### src/rtl/cacheline_adapter_pkg.sv
// Shared sizing, FSM state type and beat address helper for the cache line adapter.
package cacheline_adapter_pkg;
  localparam int WORD_W    = 32;
  localparam int BEATS     = 8;
  localparam int ADDR_W    = 32;
  localparam int LINE_W    = WORD_W * BEATS;
  localparam int OFF_BITS  = $clog2(BEATS * WORD_W / 8);
  localparam int BYTE_BITS = $clog2(WORD_W / 8);
  localparam int IDX_W     = $clog2(BEATS);
  localparam int CNT_W     = IDX_W + 1;

  typedef enum logic [1:0] {IDLE, WR_BURST, RD_BURST, DONE} ca_state_t;

  // tag is the line address with the in-line offset already stripped
  function automatic logic [ADDR_W-1:0] beat_addr(input logic [ADDR_W-OFF_BITS-1:0] tag,
                                                  input logic [IDX_W-1:0] idx);
    return {tag, idx, {BYTE_BITS{1'b0}}};
  endfunction
endpackage

### src/rtl/cacheline_adapter_if.sv
// Word-wide main-memory beat bus; master is the adapter, slave is the memory.
interface cacheline_adapter_if;
  import cacheline_adapter_pkg::*;
  logic              mm_req;
  logic              mm_we;
  logic [ADDR_W-1:0] mm_addr;
  logic [WORD_W-1:0] mm_wdata;
  logic              mm_gnt;
  logic              mm_rvalid;
  logic [WORD_W-1:0] mm_rdata;

  modport master(output mm_req, mm_we, mm_addr, mm_wdata,
                 input  mm_gnt, mm_rvalid, mm_rdata);
  modport slave (input  mm_req, mm_we, mm_addr, mm_wdata,
                 output mm_gnt, mm_rvalid, mm_rdata);
endinterface

### src/rtl/cacheline_adapter_line_buffer.sv
// BEATS x WORD_W line register: parallel load, single-word write, word read mux.
module ca_line_buffer
  import cacheline_adapter_pkg::*;
(
  input  logic              clk,
  input  logic              rst,
  input  logic              load,
  input  logic [LINE_W-1:0] load_data,
  input  logic              wr_en,
  input  logic [IDX_W-1:0]  wr_idx,
  input  logic [WORD_W-1:0] wr_data,
  input  logic [IDX_W-1:0]  rd_idx,
  output logic [WORD_W-1:0] rd_data,
  output logic [LINE_W-1:0] line_out
);
  logic [BEATS-1:0][WORD_W-1:0] words;

  always_ff @(posedge clk or posedge rst) begin
    if (rst)        words <= '0;
    else if (load)  words <= load_data;
    else if (wr_en) words[wr_idx] <= wr_data;
  end

  assign rd_data  = words[rd_idx];
  assign line_out = words;
endmodule

### src/rtl/cacheline_adapter.sv
// Turns one cache line read/write-back into a BEATS-word burst on the memory bus.
module cacheline_adapter
  import cacheline_adapter_pkg::*;
(
  input  logic                 clk,
  input  logic                 rst,
  input  logic                 mem_read,
  input  logic                 mem_write,
  input  logic [ADDR_W-1:0]    line_addr,
  input  logic [LINE_W-1:0]    line_wdata,
  output logic [LINE_W-1:0]    line_rdata,
  output logic                 ca_resp,
  output logic                 err,
  cacheline_adapter_if.master  mm
);
  ca_state_t                  state, state_nxt;
  logic [CNT_W-1:0]           iss, ret;
  logic [ADDR_W-OFF_BITS-1:0] tag_q;
  logic                       start, req, hs, ret_ok;
  logic [WORD_W-1:0]          wword, rword_unused;
  logic [LINE_W-1:0]          wline_unused;
  logic                       unused_ok;

  assign start  = (state == IDLE) && (mem_write || mem_read);
  assign req    = (state == WR_BURST) || ((state == RD_BURST) && (iss != CNT_W'(BEATS)));
  assign hs     = req && mm.mm_gnt;
  // a return is only legal while some issued beat is still unanswered
  assign ret_ok = (state == RD_BURST) && (ret != iss) && mm.mm_rvalid;
  assign err    = !rst && mm.mm_rvalid && !ret_ok;

  always_ff @(posedge clk or posedge rst) begin
    if (rst) state <= IDLE;
    else     state <= state_nxt;
  end

  always_comb begin
    state_nxt = state;
    case (state)
      IDLE:     if (mem_write)     state_nxt = WR_BURST;
                else if (mem_read) state_nxt = RD_BURST;
      WR_BURST: if (hs && iss == CNT_W'(BEATS-1))     state_nxt = DONE;
      RD_BURST: if (ret_ok && ret == CNT_W'(BEATS-1)) state_nxt = DONE;
      DONE:     state_nxt = IDLE;
      default:  state_nxt = IDLE;
    endcase
  end

  always_ff @(posedge clk or posedge rst) begin
    if (rst) begin
      iss   <= '0;
      ret   <= '0;
      tag_q <= '0;
    end else if (start) begin
      iss   <= '0;
      ret   <= '0;
      tag_q <= line_addr[ADDR_W-1:OFF_BITS];
    end else begin
      if (hs)     iss <= iss + 1'b1;
      if (ret_ok) ret <= ret + 1'b1;
    end
  end

  ca_line_buffer u_wshadow (
    .clk, .rst,
    .load(start && mem_write), .load_data(line_wdata),
    .wr_en(1'b0), .wr_idx('0), .wr_data('0),
    .rd_idx(iss[IDX_W-1:0]), .rd_data(wword), .line_out(wline_unused)
  );

  ca_line_buffer u_rbuf (
    .clk, .rst,
    .load(1'b0), .load_data('0),
    .wr_en(ret_ok), .wr_idx(ret[IDX_W-1:0]), .wr_data(mm.mm_rdata),
    .rd_idx('0), .rd_data(rword_unused), .line_out(line_rdata)
  );

  assign mm.mm_req   = req;
  assign mm.mm_we    = (state == WR_BURST);
  assign mm.mm_addr  = req ? beat_addr(tag_q, iss[IDX_W-1:0]) : '0;
  assign mm.mm_wdata = (state == WR_BURST) ? wword : '0;
  assign ca_resp     = (state == DONE);

  assign unused_ok = &{1'b0, line_addr[OFF_BITS-1:0], wline_unused, rword_unused};
endmodule

### src/flat_wrapper.sv
// flat-port wrapper written by rule: the top's interface ports become plain ports
module cacheline_adapter_flat import cacheline_adapter_pkg::*;
  (clk, rst, mem_read, mem_write, line_addr, line_wdata, line_rdata, ca_resp, err, mm_mm_req, mm_mm_we, mm_mm_addr, mm_mm_wdata, mm_mm_gnt, mm_mm_rvalid, mm_mm_rdata);
  cacheline_adapter_if mm_i ();
  input  logic clk;
  input  logic rst;
  input  logic mem_read;
  input  logic mem_write;
  input  logic [ADDR_W-1:0] line_addr;
  input  logic [LINE_W-1:0] line_wdata;
  output logic [LINE_W-1:0] line_rdata;
  output logic ca_resp;
  output logic err;
  output wire logic [$bits(mm_i.mm_req)-1:0] mm_mm_req;
  output wire logic [$bits(mm_i.mm_we)-1:0] mm_mm_we;
  output wire logic [$bits(mm_i.mm_addr)-1:0] mm_mm_addr;
  output wire logic [$bits(mm_i.mm_wdata)-1:0] mm_mm_wdata;
  input wire logic [$bits(mm_i.mm_gnt)-1:0] mm_mm_gnt;
  input wire logic [$bits(mm_i.mm_rvalid)-1:0] mm_mm_rvalid;
  input wire logic [$bits(mm_i.mm_rdata)-1:0] mm_mm_rdata;
  assign mm_mm_req = mm_i.mm_req;
  assign mm_mm_we = mm_i.mm_we;
  assign mm_mm_addr = mm_i.mm_addr;
  assign mm_mm_wdata = mm_i.mm_wdata;
  assign mm_i.mm_gnt = mm_mm_gnt;
  assign mm_i.mm_rvalid = mm_mm_rvalid;
  assign mm_i.mm_rdata = mm_mm_rdata;
  cacheline_adapter u_core (.clk(clk), .rst(rst), .mem_read(mem_read), .mem_write(mem_write), .line_addr(line_addr), .line_wdata(line_wdata), .line_rdata(line_rdata), .ca_resp(ca_resp), .err(err), .mm(mm_i));
endmodule
### config.mk
export PLATFORM = sky130hd
export DESIGN_NAME = cacheline_adapter_flat
export DESIGN_NICKNAME = d
export VERILOG_FILES = /design/src/rtl/cacheline_adapter_pkg.sv /design/src/rtl/cacheline_adapter_if.sv /design/src/rtl/cacheline_adapter_line_buffer.sv /design/src/rtl/cacheline_adapter.sv /design/src/flat_wrapper.sv
export SDC_FILE = /design/constraint.sdc
export NUM_CORES = 1
export LEC_CHECK = 0
export ABC_AREA = 1
export CORE_ASPECT_RATIO = 0.7
export CORE_MARGIN = 2
export CORE_UTILIZATION = 30
export DETAILED_ROUTE_END_ITERATION = 12
export MAX_ROUTING_LAYER = met4
export PLACE_DENSITY = 0.52
export SLEW_MARGIN = 25
export SYNTH_ARGS = -nofsm -noshare
export SYNTH_HDL_FRONTEND = slang
export SYNTH_SLANG_ARGS = --single-unit
### constraint.sdc
create_clock -name clk -period 32.2 [get_ports clk]
set_input_delay 6.44 -clock clk [delete_from_list [all_inputs] [get_ports clk]]
set_output_delay 6.44 -clock clk [all_outputs]
set_load 0.02 [all_outputs]
-- After elaboration in Yosys (flattened, before gate mapping)
Index checks and enable logic that the tools add are counted.
- register bits after elaboration: 549
- magnitude comparators: 3
- add/sub/neg operators: 2
- reductions and logical operators: 19
- equality and inequality tests: 10
- mux-type cells: 16
- operator list (cell ; number):
    $bwmux 256 ; 1
    $mux 32 ; 4
    $bmux 32 s3 ; 1
    $demux 32 s3 ; 1
    $mux 4 ; 4
    $logic_and 1x1->1 ; 11
    $add 4x1->4 const B ; 2
    $eq 4x3->1 const B ; 2
    $lt 3x4->1 const B ; 2
    $mux 2 ; 4
    $pmux 2 s4 ; 1
    $eq 2x2->1 const B ; 2
    $ne 4x4->1 ; 1
    $ne 4x4->1 const B ; 1
    $reduce_bool 2->1 ; 2
    $ge 3x1->1 const B ; 1
    $ne 3x3->1 const B ; 1
    $reduce_and 3->1 ; 1
    $eq 2x1->1 const B ; 1
    $logic_not 1->1 ; 2
    $logic_not 2->1 ; 1
    $logic_or 1x1->1 ; 2
    $ne 2x1->1 const B ; 1
    $ne 2x2->1 const B ; 1

-- Logic depth before layout (Yosys ltp)
- word-level depth: 7
- depth in mapped cells: 12
- gate-level depth less buffers: 11

-- Modules after synthesis
A second synthesis with hierarchy kept.
- cells, all modules: 5912
- area, all modules: 35925.7 um2
- by module, submodules not included (module ; times used ; area an instance (um2) ; cells an instance):
    ca_line_buffer ; 2 ; 16852.4 ; 2792
    cacheline_adapter ; 1 ; 2220.9 ; 328

-- Worst setup path before layout
OpenSTA, ideal clock, no wires.
- path kind: input port to output port
- start point: input port rst
- end point: output port err
- arrival time: 18528 ps
- required time: 25760 ps
- cell stages on the path: 3
- buffers on the path: 0
- path slack: 7232 ps
- cell sequence: inv_1 > nand2_1 > nor2_1
- word-level cells in the longest chain between the ends: 3
- ends and longest elaborated chain (what ; line ; text):
    start: declaration ; flat_wrapper.sv:6 ; input logic rst;
    $logic_not 1->1 ; cacheline_adapter.sv:29 ; assign err = !rst && mm.mm_rvalid && !ret_ok;
    $logic_and 1x1->1 (2 in a row) ; cacheline_adapter.sv:29 ;
    end: declaration ; flat_wrapper.sv:13 ; output logic err;
Every way passes these cells.

-- Worst setup path in the final report
- start point: input port mm_mm_rvalid
- end point: output port err
- word-level cells in the longest chain between the ends: 3
- elaborated cells on any way between the ends: 4
- those cells by class: reduce/logical (4)
- ends and longest elaborated chain (what ; line ; text):
    start: declaration ; flat_wrapper.sv:19 ; input wire logic [$bits(mm_i.mm_rvalid)-1:0] mm_mm_rvalid;
    $logic_and 1x1->1 ; cacheline_adapter.sv:28 ; assign ret_ok = (state == RD_BURST) && (ret != iss) && mm.mm_rvalid;
    $logic_not 1->1 ; cacheline_adapter.sv:29 ;
    $logic_and 1x1->1 * ; cacheline_adapter.sv:29 ;
Every way passes the cells marked *; elsewhere a longest branch is shown, timed or not.

==> out/metrics.yaml <==
status: "finished clean"
netlist.area_leader.share: 0.578
track_usage: 0.212
syn_to_final_growth_pct: 38.8
finalMaxSlewViolations: 0
critical_path_class: "primary input to primary output"
ant_nets: 0
cp-start-kind: "primary input"
yosys_register_bits: 549
combPwrFrac: 0.371
grt_max_degree: 200
layout_common_cells: "642 x clkdlybuf4s50_1, 581 x nand2_1, 547 x dfrtp_1"
wirelength_um: 86800
nets: 3345
clock_sinks: 549
yosysUniqueCellTypes: 25
numCtsBuffers: 56
dr.pass1.iters: 5
io_pins: 650
gp_congestion: 0.879
wire_per_inst_um: 20.9
setup.worst_path.end_class: "primary output"
drive_gt1_frac: 0.120
skew_ns: 0.0186
finalSetupViolCount: 0
post_cts_buffers: 0
cts_hold_buf: 0
drt_iter0_drc: 1438
power_frac_seq: 0.377
ys_seq_area_frac: 0.578
final_min_period_over_clock_period: 0.464
switching_share: 0.367
grt_pass1_wl_um: 127000
final_common_cell: "clkdlybuf4s50_1"
core_area_mm2: 0.0786
hpwl_um: 60100
path_clk_slew_ns: 0.06
fillers: 7610
clk_path_buf_depth: 3
vias: 19700
ys_warn_count: 0
synth_area_leaders: "dfrtp_1 58%, mux2_2 11%, nand2_1 9.2%"
p_int_mw: 1.70
grt_overflow: 0
clk_latency_ns: 0.64
syn_area_mm2: 0.0238
antenna_found_initial: 31
multi_input_area_mm2: 0.00886
final_cells: 4146
vias_per_cell: 4.76
cts_tree: "done"
p_leak_nw: 15.1
synthCells: 2488
period_needed_ns: 14.94
clockPowerShare: 0.251
dpl.cell_count: 4006
yosysTopAreaCell: "dfrtp_1"
ctsResizeCount: 0
crit_fanout: 69
timing.fmax_ghz: 0.0669
initial_core_util: 0.303
syn_area_per_cell_um2: 9.55
tightest_slew_ns: 1.05
cp.required_ns: 25.76
drc: 0
row_count: 86
ir_worst_vdd_v: 0.0000445
fp.dieArea_mm2: 0.0815
hold_class: "register to register"
setup-tns-final_ns: 0
rsz0062_at_grt: "false"
hold_viol: 0
io_buffers: 642
power_per_cell_area_mw_per_mm2: 81.3
die_x_um: 340
h-tree-depth: 2
arrival_ns: 8.50
cts-root-buf: "clkbuf_16"
relSlewSlack: 0.296
grt_pass1_vias: 19200
seqCellArea_mm2: 0.0137
switchingPower_mw: 0.986
cap_viol_max_count: 0
floorplan.die.height_um: 240
-- final cells by class --
cell class,count,area share
sequential,549,0.417
clock inverter,19,0.00656
timing repair buffer,668,0.205
inverter,83,0.00986
tap,1056,0.0400
antenna,34,0.00258
multi-input combinational,1654,0.268
clock buffer,83,0.0507
-- per-stage QoR --
step	instance area (um^2)	utilization	setup WS [ns]	power (mW)	hold WS, ns
after floorplan	23800	-	7.23	1.60	0.474
after global placement	30900	0.393	17.19	2.01	0.455
after detailed placement	30900	0.394	17.24	2.03	0.457
after CTS	32800	0.418	17.23	2.72	0.473
after global routing	33000	0.420	17.11	2.85	0.485
final	33000	0.420	17.26	2.68	0.469
-- Yosys cell counts (all sizes together) --
library cell	n
dfrtp	549
ha	7
nor3	5
nand2	589
clkbuf	102
nor2	236
inv	82
a31oi	32
nand4	2
buf	101
mux2	222
o211ai	3
clkinv	1
o21ai	224
conb	1
a21oi	66
nand3	266
-- kinds of logic (layout without fill, tap and decap cells) --
| family | Yosys count | after routing | synth area share |
|---|---|---|---|
| mux | 222 | 222 | 0.105 |
| other cells | 1 | 36 | 0.000158 |
| compound gates | 325 | 325 | 0.0706 |
| buf+inv | 286 | 853 | 0.0527 |
| flops | 549 | 549 | 0.578 |
| fa+ha+maj | 7 | 7 | 0.00368 |
| simple gates | 1098 | 1098 | 0.190 |
-- worst max-delay path, stage by stage --
cell and delay [ns]:
clkdlybuf4s50_1 0.49, nand2_1 0.11, inv_1 0.06, nand2_2 0.12
clkinv_4 0.38, nor2_1 0.23, clkdlybuf4s50_1 0.63
-- sequential cells by signal, summed over array words and instances, names as in the netlist --
| register | flops |
|---|---|
| u_core.iss | 4 |
| u_core.ret | 4 |
| u_core.state | 2 |
| u_core.tag_q | 27 |
| u_core.u_rbuf.line_out | 256 |
| u_core.u_wshadow.line_out | 256 |
-- path summary, 6_finish.rpt --
path,startpoint,end,slack [ns],cells past startpoint
worst max-delay path,mm_mm_rvalid,err,17.26,7
worst min-delay path,u_core.u_rbuf.line_out[202],u_core.u_rbuf.line_out[202],0.47,2
worst max register to register,u_core.iss[1],u_core.ret[3],28.24,12
worst min register to register,u_core.u_rbuf.line_out[202],u_core.u_rbuf.line_out[202],0.47,2
max in group asynchronous,rst,u_core.u_wshadow.line_out[159],23.42,5
min in group asynchronous,rst,u_core.tag_q[12],6.37,2
-- power by group through the flow --
stage          sequential, mW  combinational [mW]  clock (mW)
5_1_grt                  1.04                1.09       0.722
6_report                 1.01               0.997       0.675
3_3_place_gp             1.01               0.991           0
4_1_cts                  1.01                1.01       0.695
2_1_floorplan            1.02               0.583           0
3_5_place_dp             1.02                1.01           0
-- metal layers --
metal,up-vias,GRT usage,share of wire
met4,0,0.0583,0.022
met3,111,0.0609,0.076
li1,9285,-,-
met5,-,-,0
met2,587,0.322,0.47
met1,9748,0.277,0.44
Note: power is estimated with default switching activity, not from simulation.
==> edit: new RTL, config.mk and constraints unchanged <==
Put a register stage on the output `err`, with the module's reset. The value now appears one clock later. The other outputs are not delayed to match.
--- a/src/rtl/cacheline_adapter.sv
+++ b/src/rtl/cacheline_adapter.sv
@@ -26,7 +26,13 @@
   assign hs     = req && mm.mm_gnt;
   // a return is only legal while some issued beat is still unanswered
   assign ret_ok = (state == RD_BURST) && (ret != iss) && mm.mm_rvalid;
-  assign err    = !rst && mm.mm_rvalid && !ret_ok;
+  always_ff @(posedge clk or posedge rst) begin
+    if (rst) begin
+      err <= '0;
+    end else begin
+      err <= !rst && mm.mm_rvalid && !ret_ok;
+    end
+  end
 
   always_ff @(posedge clk or posedge rst) begin
     if (rst) state <= IDLE;
Behaviour: not the same (Yosys sat finds a counterexample within 4 cycles, from zero or initial values and one cycle with rst high).
==> edit against the original RTL <==
- die area about the same
- global-route usage about the same
- maximum frequency up 31%
- sequential cell count up 1
- hold slack better by 1.6 ps
- total power up 1.5%
- wire length down 0.83%
- clock power up 8.6%
- worst setup slack better by 3600 ps
- critical path depth up 2
- design area up 0.65%
- area after synthesis about the same
- critical endpoint is now mm_mm_addr[18]
- largest power group unchanged
==> edit: results (changes against the original RTL) <==
[critical_path]
crit_fanout=63  ; -8.7%
arrival_ps=4940  ; -3560 ps
cp-endpoint=mm_mm_addr[18]
cp-start-kind=register
cpPeakStageDelay_ps=740  ; +110 ps
slowest_stage=clkinv_1
r2r-end=u_core.u_rbuf.line_out[186]$_DFFE_PP0P_

[finish]
drive_above_1_share_pct=12.4  ; +0.45 points
fillers=7666  ; +0.74%
finalNetCount=3349  ; +0.12%

[min_path]
min_to=u_core.u_rbuf.line_out[68]$_DFFE_PP0P_
min_from=u_core.u_rbuf.line_out[68]$_DFFE_PP0P_

[power]
p_leak_nw=15.1  ; +0.37%
intPower_mw=1.76  ; +3.9%
p_clk_uw=733  ; +8.6%
p_sw_uw=961  ; -2.5%
p_seq_share_pct=37.6  ; about the same

[grt]
grt_max_degree=164  ; -18%
grt_pass1_wl_mm=128  ; +0.26%
antenna_found_initial=28  ; -9.7%
grt_pass1_vias=19844  ; +3.3%

[logic_synthesis]
synthXorXnorAreaFrac_pct=0.0737  ; +0.074 points
ys_types=27  ; +8.0%
synth_fa_ha_area_share_pct=0.369  ; about the same
synth_common_cells=579 x nand2_1, 550 x dfrtp_1, 267 x nand3_1, 239 x nor2_1, 225 x mux2_2
muxShareOfSynthArea_pct=10.7  ; +0.14 points
synth_compound_area_share_pct=6.98  ; -0.082 points

[timing]
holdWs_ps=470  ; +1.63 ps
slew_headroom_pct=24.8  ; -4.8 points
finClkSkew_ps=30.8  ; +12.2 ps
min_period_over_period_pct=35.3  ; -11 points

[placed_design]
place.gp.congestion=0.847  ; -3.7%
place_hpwl_mm=59.0  ; -1.9%
place_ws_ps=21290  ; +4050 ps

[drt]
viasPerCell=4.79  ; +0.67%
drt_iter0_drc=1196  ; -17%

[status]
status=finished clean

[clock_tree]
numCtsBuffers=59  ; +5.4%

-- edit: through the flow --
| step | instances | instance area [µm²] |
|---|---|---|
| final | 4151 | 33200 |
| after detailed placement | 4008 | 30900 |
| after floorplan | 2486 | 23800 |
| after CTS | 4120 | 33100 |
| after global routing | 4151 | 33200 |
| after global placement | 4006 | 30900 |
-- edit: layout make-up --
class | count | area share [%]
flip-flops and latches | 550 | 41.5
multi-input cells | 1654 | 26.7
repair buffers | 672 | 20.4
clock buffers | 94 | 5.57
well taps | 1056 | 3.98
inverters | 79 | 0.934
clock inverters | 18 | 0.787
diodes | 28 | 0.211
-- edit: layer usage --
metal | vias to the layer above | global-route usage, % | part of all wire [%]
met5 | - | - | 0
met4 | 0 | 6.75 | 2.8
met3 | 133 | 5.94 | 7.4
met2 | 612 | 33.4 | 48
met1 | 9872 | 26.3 | 42
li1 | 9271 | - | -
